--- config.mk ---
export PLATFORM = sky130hd
export DESIGN_NAME = tdm_demux
export DESIGN_NICKNAME = d
export VERILOG_FILES = /design/src/rtl/tdm_demux_pkg.sv /design/src/rtl/demux_1toN.sv /design/src/rtl/tdm_demux.sv
export SDC_FILE = /design/constraint.sdc
export NUM_CORES = 1
export LEC_CHECK = 0
export ABC_AREA = 1
export CAP_MARGIN = 20
export CORE_MARGIN = 2
export CORE_UTILIZATION = 51
export DETAILED_ROUTE_END_ITERATION = 7
export GPL_TIMING_DRIVEN = 0
export PLACE_DENSITY_LB_ADDON = 0.25
export SKIP_CTS_REPAIR_TIMING = 1
export SYNTH_ARGS = -nofsm -noshare
export SYNTH_HDL_FRONTEND = slang
export SYNTH_SLANG_ARGS = --single-unit
--- constraint.sdc ---
create_clock -name clk -period 2.9 [get_ports clk]
set_input_delay 0.58 -clock clk [delete_from_list [all_inputs] [get_ports clk]]
set_output_delay 0.58 -clock clk [all_outputs]
set_load 0.005 [all_outputs]
--- src/rtl/tdm_demux_pkg.sv ---
// Shared types and defaults for the TDM frame demultiplexer.
package tdm_demux_pkg;

    localparam int unsigned N_CH_DEF = 4;
    localparam int unsigned W_DEF    = 8;
    localparam int unsigned CNT_W    = 8;

    typedef enum logic [1:0] {
        HUNT     = 2'd0,
        COLLECT  = 2'd1,
        WAIT_SOF = 2'd2
    } state_t;

endpackage

--- src/rtl/demux_1toN.sv ---
// Slot index to one-hot write-enable decoder, gated by the accept condition.
module demux_1toN
    import tdm_demux_pkg::*;
#(
    parameter int unsigned N_CH = N_CH_DEF
) (
    input  logic                    en,
    input  logic [$clog2(N_CH)-1:0] sel,
    output logic [N_CH-1:0]         wen_c
);

    localparam int unsigned SW = $clog2(N_CH);

    // One enable per slot; all low when the beat is not accepted
    always_comb begin
        wen_c = '0;
        for (int unsigned k = 0; k < N_CH; k++) begin
            wen_c[k] = en && (sel == SW'(k));
        end
    end

endmodule

--- src/rtl/tdm_demux.sv ---
// TDM deserializer: gathers N_CH serialized samples into one parallel frame.
// Optional feature macro: TDM_DEMUX_ERR_CNT_EN enables the saturating
// framing-error counter on out_err_cnt (tied to zero otherwise).
module tdm_demux
    import tdm_demux_pkg::*;
#(
    parameter int unsigned N_CH = N_CH_DEF,
    parameter int unsigned W    = W_DEF
) (
    input  logic                clk,
    input  logic                rst,
    input  logic                in_vld,
    input  logic                in_sof,
    input  logic [W-1:0]        in_data,
    output logic                out_vld,
    output logic [N_CH*W-1:0]   out_data,
    output logic                out_err,
    output logic [CNT_W-1:0]    out_err_cnt
);

    localparam int unsigned SW = $clog2(N_CH);
    localparam logic [SW-1:0] SLOT_LAST = SW'(N_CH - 1);

    state_t                 state;
    state_t                 state_nxt;
    logic [SW-1:0]          slot;
    logic [SW-1:0]          slot_nxt;

    logic                   wr_go_c;
    logic [SW-1:0]          wr_sel_c;
    logic                   done_c;
    logic                   err_c;
    logic [N_CH-1:0]        wen_c;
    logic [N_CH-1:0][W-1:0] slots_q;
    logic [N_CH-1:0][W-1:0] frame_c;

    // State and slot counter register
    always_ff @(posedge clk or posedge rst) begin
        if (rst) begin
            state <= HUNT;
            slot  <= '0;
        end else begin
            state <= state_nxt;
            slot  <= slot_nxt;
        end
    end

    // Next state; idle cycles leave state and slot untouched
    always_comb begin
        state_nxt = state;
        slot_nxt  = slot;
        if (in_vld) begin
            case (state)
                HUNT: begin
                    if (in_sof) begin
                        state_nxt = COLLECT;
                        slot_nxt  = SW'(1);
                    end
                end
                COLLECT: begin
                    if (in_sof) begin
                        slot_nxt = SW'(1);
                    end else if (slot == SLOT_LAST) begin
                        state_nxt = WAIT_SOF;
                        slot_nxt  = '0;
                    end else begin
                        slot_nxt = slot + SW'(1);
                    end
                end
                WAIT_SOF: begin
                    if (in_sof) begin
                        state_nxt = COLLECT;
                        slot_nxt  = SW'(1);
                    end else begin
                        state_nxt = HUNT;
                    end
                end
                default: begin
                    state_nxt = HUNT;
                    slot_nxt  = '0;
                end
            endcase
        end
    end

    // Beat decode: write strobe, target slot, frame completion, framing error
    always_comb begin
        wr_go_c  = 1'b0;
        wr_sel_c = '0;
        done_c   = 1'b0;
        err_c    = 1'b0;
        if (in_vld) begin
            case (state)
                HUNT: begin
                    wr_go_c = in_sof;
                end
                COLLECT: begin
                    wr_go_c = 1'b1;
                    if (in_sof) begin
                        err_c = 1'b1;
                    end else begin
                        wr_sel_c = slot;
                        done_c   = (slot == SLOT_LAST);
                    end
                end
                WAIT_SOF: begin
                    if (in_sof) begin
                        wr_go_c = 1'b1;
                    end else begin
                        err_c = 1'b1;
                    end
                end
                default: ;
            endcase
        end
    end

    demux_1toN #(
        .N_CH (N_CH)
    ) u_wen (
        .en    (wr_go_c),
        .sel   (wr_sel_c),
        .wen_c (wen_c)
    );

    // Slot buffer with the current beat merged in, so a completing beat lands in the same edge
    always_comb begin
        frame_c = slots_q;
        for (int unsigned k = 0; k < N_CH; k++) begin
            if (wen_c[k]) begin
                frame_c[k] = in_data;
            end
        end
    end

    // Collection buffer, output shadow register and status pulses
    always_ff @(posedge clk or posedge rst) begin
        if (rst) begin
            slots_q  <= '0;
            out_data <= '0;
            out_vld  <= 1'b0;
            out_err  <= 1'b0;
        end else begin
            slots_q <= frame_c;
            out_vld <= done_c;
            out_err <= err_c;
            if (done_c) begin
                out_data <= frame_c;
            end
        end
    end

`ifdef TDM_DEMUX_ERR_CNT_EN
    // Saturating framing-error counter, steps together with the out_err pulse
    always_ff @(posedge clk or posedge rst) begin
        if (rst) begin
            out_err_cnt <= '0;
        end else if (err_c && (out_err_cnt != {CNT_W{1'b1}})) begin
            out_err_cnt <= out_err_cnt + CNT_W'(1);
        end
    end
`else
    assign out_err_cnt = '0;
`endif

endmodule

==> metrics.md, run 1 <==
| Metric | Value |
|---|---|
| Slew HR | 0.443 |
| Clk buf depth | 2 |
| Yosys warns | 0 |
| Final TNS setup | 0 ps |
| Initial antenna violation count | 0 |
| Die height | 79.3 um |
| Final instance count without filler cells | 450 |
| CP Max Fanout | 10 |
| Share of the synthesized area in the top cell type | 0.606 |
| CTS buffer count | 9 |
| Placeable Area | 5510 um2 |
| Ys async rst share | 1.00 |
| Pins Over Slew Limit | 0 |
| Die area | 6290 um2 |
| Worst Setup SP | in_vld |
| Port bufs | 45 |
| DRT iter0 DRCs | 226 |
| Largest net degree at the start of global routing | 71 |
| RSZ-0062 raised after global routing | false |
| Row count | 27 |
| GPL Wtd Cong | 0.893 |
| Cell variety after synth | 26 |
| WS Path Type | in2reg |
| Most common cell in the netlist | nand2_1 |
| Fin worst setup slack | 883 ps |
| Pwr dens | 878 nW/um2 |
| Vias in the first global route | 2,191 |
| CTS tree | done |
| Critical path data required time | 3140 ps |
| Post-DP HPWL | 4.01 mm |
| #FFs+latches synth | 70 |
| # DRC | 0 |
| Hold Startpoint | slots_q[21] |
| 1st-pass router iterations | 4 |
| Final nets | 387 |
| Static leakage | 0.00192 uW |
| Clock Latency Late Sink | 350 ps |
| Final core utilization | 0.675 |
| Fmax achieved | 0.496 GHz |
| Chip width | 79.3 um |
| EDFF count, synth | 0 |
| # Max-Cap Violations | 0 |
| Crit share post-route | 0.695 |
| VDD IR max | 0.000514 V |
| Routed wire length | 6.17 mm |
| Clock slew at reported path FFs | 70 ps |
| Post-DR vias/cell | 4.95 |
| Most instantiated cells after synthesis | nand2_1, dfrtp_1, inv_1 |
| Status | finished, final reports clean |
| CP arrival | 2250 ps |
| DR WL/cell | 13.7 um |
| # H-tree levels | 3 |
| Antenna Nets Post-Route | 0 |
| Yosys top cell by area | dfrtp_1 |
| Dominant cells by area after synthesis | dfrtp_1, nand2_1, nand3_1, o21ai_1, inv_1 |
| Worst Setup Start Kind | primary input |
| Share of post-route cells with drive strength above 1 | 0.119 |
| Synth-to-Final Area Change | 28.5% |
| Sink Count | 70 |
| Final clock skew | 10.6 ps |
| Final Hold Fails | 0 |
| CTS root buffer | clkbuf_8 |
| # IOs | 54 |
| Final setup violation count | 0 |
| Mapped Area | 2890 um2 |
| Post-synth top flop | dfrtp_1 |
| RR Startpoint | state[1] |
| Worst Hold Class | reg2reg |
| DR vias | 2,227 |
| Mean post-synth cell area | 9.30 um2 |
| Final min period | 2020 ps |
| Initial cell density of the core | 0.525 |
| Post-synthesis sequential area ratio | 0.606 |
| Diode count | 0 |
| Grt total ovfl | 0 |
| Hold_ws | 477 ps |
| Placed Cells | 435 |
| First-pass GRT wire length | 10.4 mm |
| Crit. End Element | register |
| Place WS | 538 ps |
| Slew @ Worst Pin | 835 ps |
| Tot GR Track Use | 0.222 |
| Gate Count Post-Synth | 311 |
==> cell families after synthesis <==
family          count (synthesis)  share of synthesized area
compound gates                 33                     0.0684
fa+ha+maj                       1                    0.00433
buf+inv                        42                     0.0744
flops                          70                      0.606
other cells                     1                    0.00130
simple gates                  164                      0.246
==> worst paths after layout <==
| kind | cells past startpoint | end | slack (ps) |
|---|---|---|---|
| setup reg to reg | 7 | out_data[12] | 1240 |
| hold / removal | 2 | slots_q[21] | 480 |
| hold reg to reg | 2 | slots_q[21] | 480 |
| min in group asynchronous | 2 | out_data[7] | 750 |
| max in group asynchronous | 2 | slots_q[7] | 1600 |
| setup / recovery | 7 | out_data[12] | 880 |
==> cells in the final DEF (no fill, tap or decap) <==
cell               n
a211oi_1           1
a21oi_1            2
and2_1             8
buf_2              4
buf_4              8
buf_6              3
bufinv_16          3
clkbuf_1           2
clkbuf_8          12
clkdlybuf4s50_1   45
conb_1             8
dfrtp_1           70
ha_1               1
inv_1             23
inv_2              1
inv_4              1
nand2_1          125
nand2_2            1
nand2_4            2
nand3_1           20
nand3_2            1
nand3_4            1
nand4_1            1
nor2_1             3
nor2_2             1
nor2_4             1
o21ai_0            5
o21ai_1           19
o21ai_2            5
o21ai_4            1
==> critical path: stages <==
cell             delay [ps]
clkdlybuf4s50_1         630
nand3_4                 150
nor2_2                  310
inv_2                   130
clkbuf_1                250
nand2_1                 120
nand2_1                  70
==> sequential cells by signal, summed over array words and instances, names as in the netlist <==
| signal | count |
|---|---|
| out_data | 32 |
| slots_q | 32 |
| slot | 2 |
| state | 2 |
| out_err | 1 |
| out_vld | 1 |
==> where the power goes <==
part	internal, uW	total, uW	switching (uW)
Sequential	1300	1430	131
Clock	637	995	358
Combinational	426	835	409
==> final cells by class <==
class / count / area, um2
Clock buffer: 12 / 165
Timing Repair Buffer: 45 / 450
Buffer: 17 / 121
Tap cell: 72 / 90.1
Multi-Input combinational cell: 206 / 951
Sequential cell: 70 / 1750
Clock inverter: 3 / 90.1
Inverter: 25 / 96.3
Fill cell: 449 / 1790
==> per-layer routing <==
metal	up-vias	GRT usage	part of all wire
met5	-	0	0
met4	0	0.105	0.026
met3	18	0.0670	0.064
met2	81	0.318	0.45
met1	1047	0.312	0.46
li1	1081	-	-
==> per-stage QoR <==
stage	power [uW]	area, um2
CTS	3280	3720
floorplan	1910	2920
global route	3470	3720
global placement	2240	3460
detailed placement	2280	3460
finish	3260	3720
No activity file was read; power rests on OpenSTA's default activity.
==> run 2, diff against run 1 <==
==> constraint.sdc (replaced) <==
create_clock -name clk -period 2.06 [get_ports clk]
set_input_delay 0.412 -clock clk [delete_from_list [all_inputs] [get_ports clk]]
set_output_delay 0.412 -clock clk [all_outputs]
set_load 0.005 [all_outputs]
==> metrics.md, run 2 (synthesized netlist as in run 1, its figures left out) <==
| Metric | Value |
|---|---|
| Tot GR Track Use | 0.218 (was 0.222) |
| GPL Wtd Cong | 0.923 (was 0.893) |
| Flop pwr share | 0.468 (was 0.439) |
| Diode count | 0 (unchanged) |
| Clock share of power | 0.259 (was 0.305) |
| Final Hold Fails | 0 (unchanged) |
| CTS buffer count | 9 (unchanged) |
| Initial antenna violation count | 0 (unchanged) |
| Initial cell density of the core | 0.525 (unchanged) |
| Reg2reg path depth | 7 (unchanged) |
| Post-DR vias/cell | 4.82 (was 4.95) |
| Combinational power share | 0.273 (was 0.256) |
| Synth-to-Final Area Change | 27.4% (was 28.5%) |
| Post-DP HPWL | 4.10 mm (was 4.01 mm) |
| Placeable Area | 5510 um2 (unchanged) |
| Clock Latency Late Sink | 340 ps (was 350 ps) |
| Grt total ovfl | 0 (unchanged) |
| Cell family with most CP delay | buffers and inverters (unchanged) |
| Crit path depth | 8 (was 7) |
| Clock slew at reported path FFs | 70 ps (about the same) |
| Vias in the first global route | 2,175 (was 2,191) |
| Crit path buf inv count | 4 (was 3) |
| Slowest-stage cell, CP | clkdlybuf4s50_1 (unchanged) |
| Final setup violation count | 0 (unchanged) |
| Slew @ Worst Pin | 601 ps (was 835 ps) |
| CP arrival | 2090 ps (was 2250 ps) |
| Max stage delay on crit path | 510 ps (was 630 ps) |
| Sw frac | 0.289 (was 0.275) |
| Psw | 1250 uW (was 897 uW) |
| VDD IR max | 0.000757 V (was 0.000514 V) |
| First-pass GRT wire length | 10.3 mm (was 10.4 mm) |
| CP Max Fanout | 10 (unchanged) |
| Final TNS setup | 0 ps (unchanged) |
| Status | finished, final reports clean (unchanged) |
| Final core utilization | 0.669 (was 0.675) |
| Critical path data required time | 2290 ps (was 3140 ps) |
| Cells on Worst Hold Path | 2 (unchanged) |
| 1st-pass router iterations | 4 (unchanged) |
| Leading registers by flop count | out_data (32), slots_q (32) (unchanged) |
| Chip width | 79.3 um (unchanged) |
| Largest net degree at the start of global routing | 44 (was 71) |
| RSZ-0062 raised after global routing | false (unchanged) |
| Most frequent cells in the layout | nand2_1, dfrtp_1, clkdlybuf4s50_1, inv_1, nand3_1 (unchanged) |
| Crit share post-route | 0.904 |
| Pwr dens | 1170 nW/um2 (was 878 nW/um2) |
| DRT iter0 DRCs | 204 (was 226) |
| Port bufs | 45 (unchanged) |
| Crit. End Element | register (unchanged) |
| Static leakage | 0.00190 uW (was 0.00192 uW) |
| Pint | 3060 uW (was 2370 uW) |
| # IOs | 54 (unchanged) |
| Final clock skew | 6.09 ps (was 10.6 ps) |
| # H-tree levels | 3 (unchanged) |
| CTS tree | done (unchanged) |
| DR WL/cell | 13.4 um (was 13.7 um) |
| Worst Setup Start Kind | primary input (unchanged) |
| Row count | 27 (unchanged) |
| Die height | 79.3 um (unchanged) |
| Sink Count | 70 (unchanged) |
| Total power | 4310 uW (was 3260 uW) |
| Final nets | 388 (was 387) |
| Antenna Nets Post-Route | 0 (unchanged) |
| Fin worst setup slack | 197 ps (was 883 ps) |
| Crit path cell chain | clkdlybuf4s50_1 -> inv_1 -> nand2_1 -> nor2_2 -> inv_2 -> clkbuf_1 -> nand2_1 -> nand2_1 (was clkdlybuf4s50_1 -> nand3_4 -> nor2_2 -> inv_2 -> clkbuf_1 -> nand2_1 -> nand2_1) |
| Worst Hold Class | reg2reg (unchanged) |
| Clk buf depth | 2 (unchanged) |
| WS Path Type | in2reg (unchanged) |
| Final min period | 1860 ps |
| Place WS | -123 ps (was 538 ps) |
| # Max-Cap Violations | 0 (unchanged) |
| Commonest non-fill, non-tap cell in the layout | nand2_1 (unchanged) |
| Fmax achieved | 0.537 GHz |
| Share of post-route cells with drive strength above 1 | 0.118 (was 0.119) |
| Die area | 6290 um2 (unchanged) |
| Routed wire length | 6.08 mm (was 6.17 mm) |
| DR vias | 2,180 (was 2,227) |
| # DRC | 0 (unchanged) |
| CP most frequent cell | nand2_1 (unchanged) |
| Pins Over Slew Limit | 0 (unchanged) |
| CTS root buffer | clkbuf_8 (unchanged) |
| Slew HR | 0.598 (was 0.443) |
## run 2: through the flow
step / hold WS [ps] / std cells / cell area, um2
3_5_place_dp: 460 / 436 / 3480
6_report: 480 / 452 / 3680
5_1_grt: 502 / 452 / 3680
4_1_cts: 476 / 452 / 3680
3_3_place_gp: 454 / 435 / 3460
2_1_floorplan: 443 / 318 / 2920
## run 2: worst register-to-register path, stage by stage, from the launching register on
cell and delay, ps:
dfrtp_1 410, ha_1 160, nand2_1 80, nor2_2 310
inv_2 130, clkbuf_1 260, nand2_1 130, nand2_1 60
## run 2: final timing paths
check / slack [ps] / to / from
setup reg to reg: 400 / out_data[17] / slot[1]
hold / removal: 480 / slots_q[9] / slots_q[9]
min in group asynchronous: 490 / out_data[13] / rst
max in group asynchronous: 980 / slots_q[25] / rst
setup / recovery: 200 / out_data[17] / in_sof
hold reg to reg: 480 / slots_q[9] / slots_q[9]
## run 2: cell type report
class                   instances  area [um2]
inverters                      25        97.6
clock buffers                  13         159
fillers                       471        1820
flip-flops and latches         70        1750
repair buffers                 46         470
plain buffers                  17         121
well taps                      72        90.1
clock inverters                 3        42.5
multi-input cells             206         951
## run 2: power by group through the flow
stage               clock network [uW]  logic (uW)  registers, uW
floorplan                            0         654           2030
global placement                     0        1130           2020
detailed placement                   0        1170           2040
CTS                               1130        1190           2020
global route                      1200        1330           2060
finish                            1120        1180           2020
## run 2: metal layers
metal / vias up / wire [um] / GRT usage
li1: 1082 / - / -
met1: 1022 / 2790 / 0.295
met2: 64 / 2900 / 0.339
met3: 12 / 255 / 0.0557
met4: 0 / 134 / 0.0897
met5: - / 0 / 0
==> run 3, diff against run 2 <==
==> constraint.sdc (replaced) <==
create_clock -name clk -period 1.8 [get_ports clk]
set_input_delay 0.36 -clock clk [delete_from_list [all_inputs] [get_ports clk]]
set_output_delay 0.36 -clock clk [all_outputs]
set_load 0.005 [all_outputs]
==> metrics.md, run 3 (synthesized netlist as in run 1, its figures left out) <==
| Metric | Value |
|---|---|
| Status | finished, final reports clean (unchanged) |
| DRT iter0 DRCs | 215 (was 204) |
| Commonest non-fill, non-tap cell in the layout | nand2_1 (unchanged) |
| CTS tree | done (unchanged) |
| Initial antenna violation count | 0 (unchanged) |
| Total power | 4940 uW (was 4310 uW) |
| Sink Count | 70 (unchanged) |
| Most frequent cells in the layout | nand2_1, dfrtp_1, clkdlybuf4s50_1, inv_1, nand3_1 (unchanged) |
| FF-to-FF setup slack | 200 ps (was 400 ps) |
| Final clock skew | 4.27 ps (was 6.09 ps) |
| Critical path data required time | 2030 ps (was 2290 ps) |
| 1st-pass router iterations | 4 (unchanged) |
| Port bufs | 45 (unchanged) |
| Row count | 27 (unchanged) |
| # IOs | 54 (unchanged) |
| Clock slew at reported path FFs | 70 ps (about the same) |
| Fmax achieved | 0.596 GHz |
| Final Hold Fails | 0 (unchanged) |
| Slew HR | 0.603 (was 0.598) |
| Die height | 79.3 um (unchanged) |
| Worst Setup Start Kind | primary input (unchanged) |
| WS Path Type | in2reg (unchanged) |
| Share of post-route cells with drive strength above 1 | 0.132 (was 0.118) |
| Psw | 1430 uW (was 1250 uW) |
| # DRC | 0 (unchanged) |
| First-pass GRT wire length | 10.3 mm (unchanged) |
| Die area | 6290 um2 (unchanged) |
| Post-DR vias/cell | 4.81 (was 4.82) |
| DR WL/cell | 13.5 um (was 13.4 um) |
| Pwr dens | 1330 nW/um2 (was 1170 nW/um2) |
| Static leakage | 0.00192 uW (was 0.00190 uW) |
| Pins Over Slew Limit | 0 (unchanged) |
| GPL Wtd Cong | 0.923 (unchanged) |
| Initial cell density of the core | 0.525 (unchanged) |
| DR vias | 2,176 (was 2,180) |
| CTS buffer count | 9 (unchanged) |
| CP arrival | 1910 ps (was 2090 ps) |
| Chip width | 79.3 um (unchanged) |
| Final setup violation count | 0 (unchanged) |
| Clk buf depth | 2 (unchanged) |
| Synth-to-Final Area Change | 28.1% (was 27.4%) |
| RR Startpoint | state[1] (was slot[1]) |
| Diode count | 0 (unchanged) |
| Flop pwr share | 0.467 (was 0.468) |
| Reg2reg path depth | 9 (was 7) |
| R2R Path End | out_data[22] (was out_data[17]) |
| Worst Hold Class | in2async (was reg2reg) |
| Final min period | 1680 ps |
| Post-DP Area | 3480 um2 (unchanged) |
| Antenna Nets Post-Route | 0 (unchanged) |
| Clock share of power | 0.258 (was 0.259) |
| Vias in the first global route | 2,175 (unchanged) |
| Crit. End Element | register (unchanged) |
| Post-DP HPWL | 4.10 mm (unchanged) |
| Grt total ovfl | 0 (unchanged) |
| # H-tree levels | 3 (unchanged) |
| Routed wire length | 6.10 mm (was 6.08 mm) |
| Crit share post-route | 0.932 |
| CP Max Fanout | 10 (unchanged) |
| CTS root buffer | clkbuf_8 (unchanged) |
| VDD IR max | 0.000871 V (was 0.000757 V) |
| Pint | 3510 uW (was 3060 uW) |
| Largest net degree at the start of global routing | 44 (unchanged) |
| Slew @ Worst Pin | 594 ps (was 601 ps) |
| Placeable Area | 5510 um2 (unchanged) |
| Final core utilization | 0.673 (was 0.669) |
| Tot GR Track Use | 0.218 (unchanged) |
| Sw frac | 0.290 (was 0.289) |
| Final Cell Area | 3700 um2 (was 3680 um2) |
| # Max-Cap Violations | 0 (unchanged) |
| Leading registers by flop count | out_data (32), slots_q (32) (unchanged) |
| Combinational power share | 0.275 (was 0.273) |
| Final nets | 388 (unchanged) |
| Clock Latency Late Sink | 340 ps (about the same) |
[run 3: cell type report]
class,instances,area [um2]
sequential,70,1750
inverter,25,97.6
timing repair buffer,46,473
buffer,17,124
fill,466,1800
clock inverter,3,42.5
tap,72,90.1
multi-input combinational,206,967
clock buffer,13,159
[run 3: metrics by stage]
stage               hold WS, ps  setup WS [ps]  instances  TNS [ps]
detailed placement          460           -331        436    -11570
global placement            454           -300        435    -20700
global route                459          -22.8        452     -26.3
CTS                         443           23.1        452         0
finish                      433            123        452         0
floorplan                   443            436        318         0
[run 3: how the worst max path moves through the flow]
stage / end / start / cells past startpoint
floorplan: slots_q[0] / slot[1] / 5
finish: out_data[17] / in_sof / 8
detailed placement: out_data[12] / in_sof / 8
global route: out_data[17] / in_sof / 8
CTS: out_data[12] / in_sof / 8
global placement: out_data[18] / in_vld / 7
[run 3: power groups by stage]
stage               logic, uW  clock network (uW)  registers, uW
detailed placement       1340                   0           2340
global placement         1290                   0           2320
global route             1530                1370           2360
floorplan                 748                   0           2320
finish                   1360                1280           2310
CTS                      1360                1300           2310
[run 3: critical path: stages]
cell             delay [ps]
clkdlybuf4s50_1         530
inv_1                   190
nand2_1                 130
nor2_4                  220
inv_2                   100
clkbuf_2                210
nand2_1                 100
nand2_1                  60
[run 3: routing by layer]
layer  wire length, um  vias up  share of wire  global-route usage
li1                  -     1078              -                   -
met1              2690     1020           0.44               0.295
met4               116        0          0.019              0.0897
met5                 0        -              0                   0
met2              2940       68           0.48               0.339
met3               348       10          0.057              0.0557
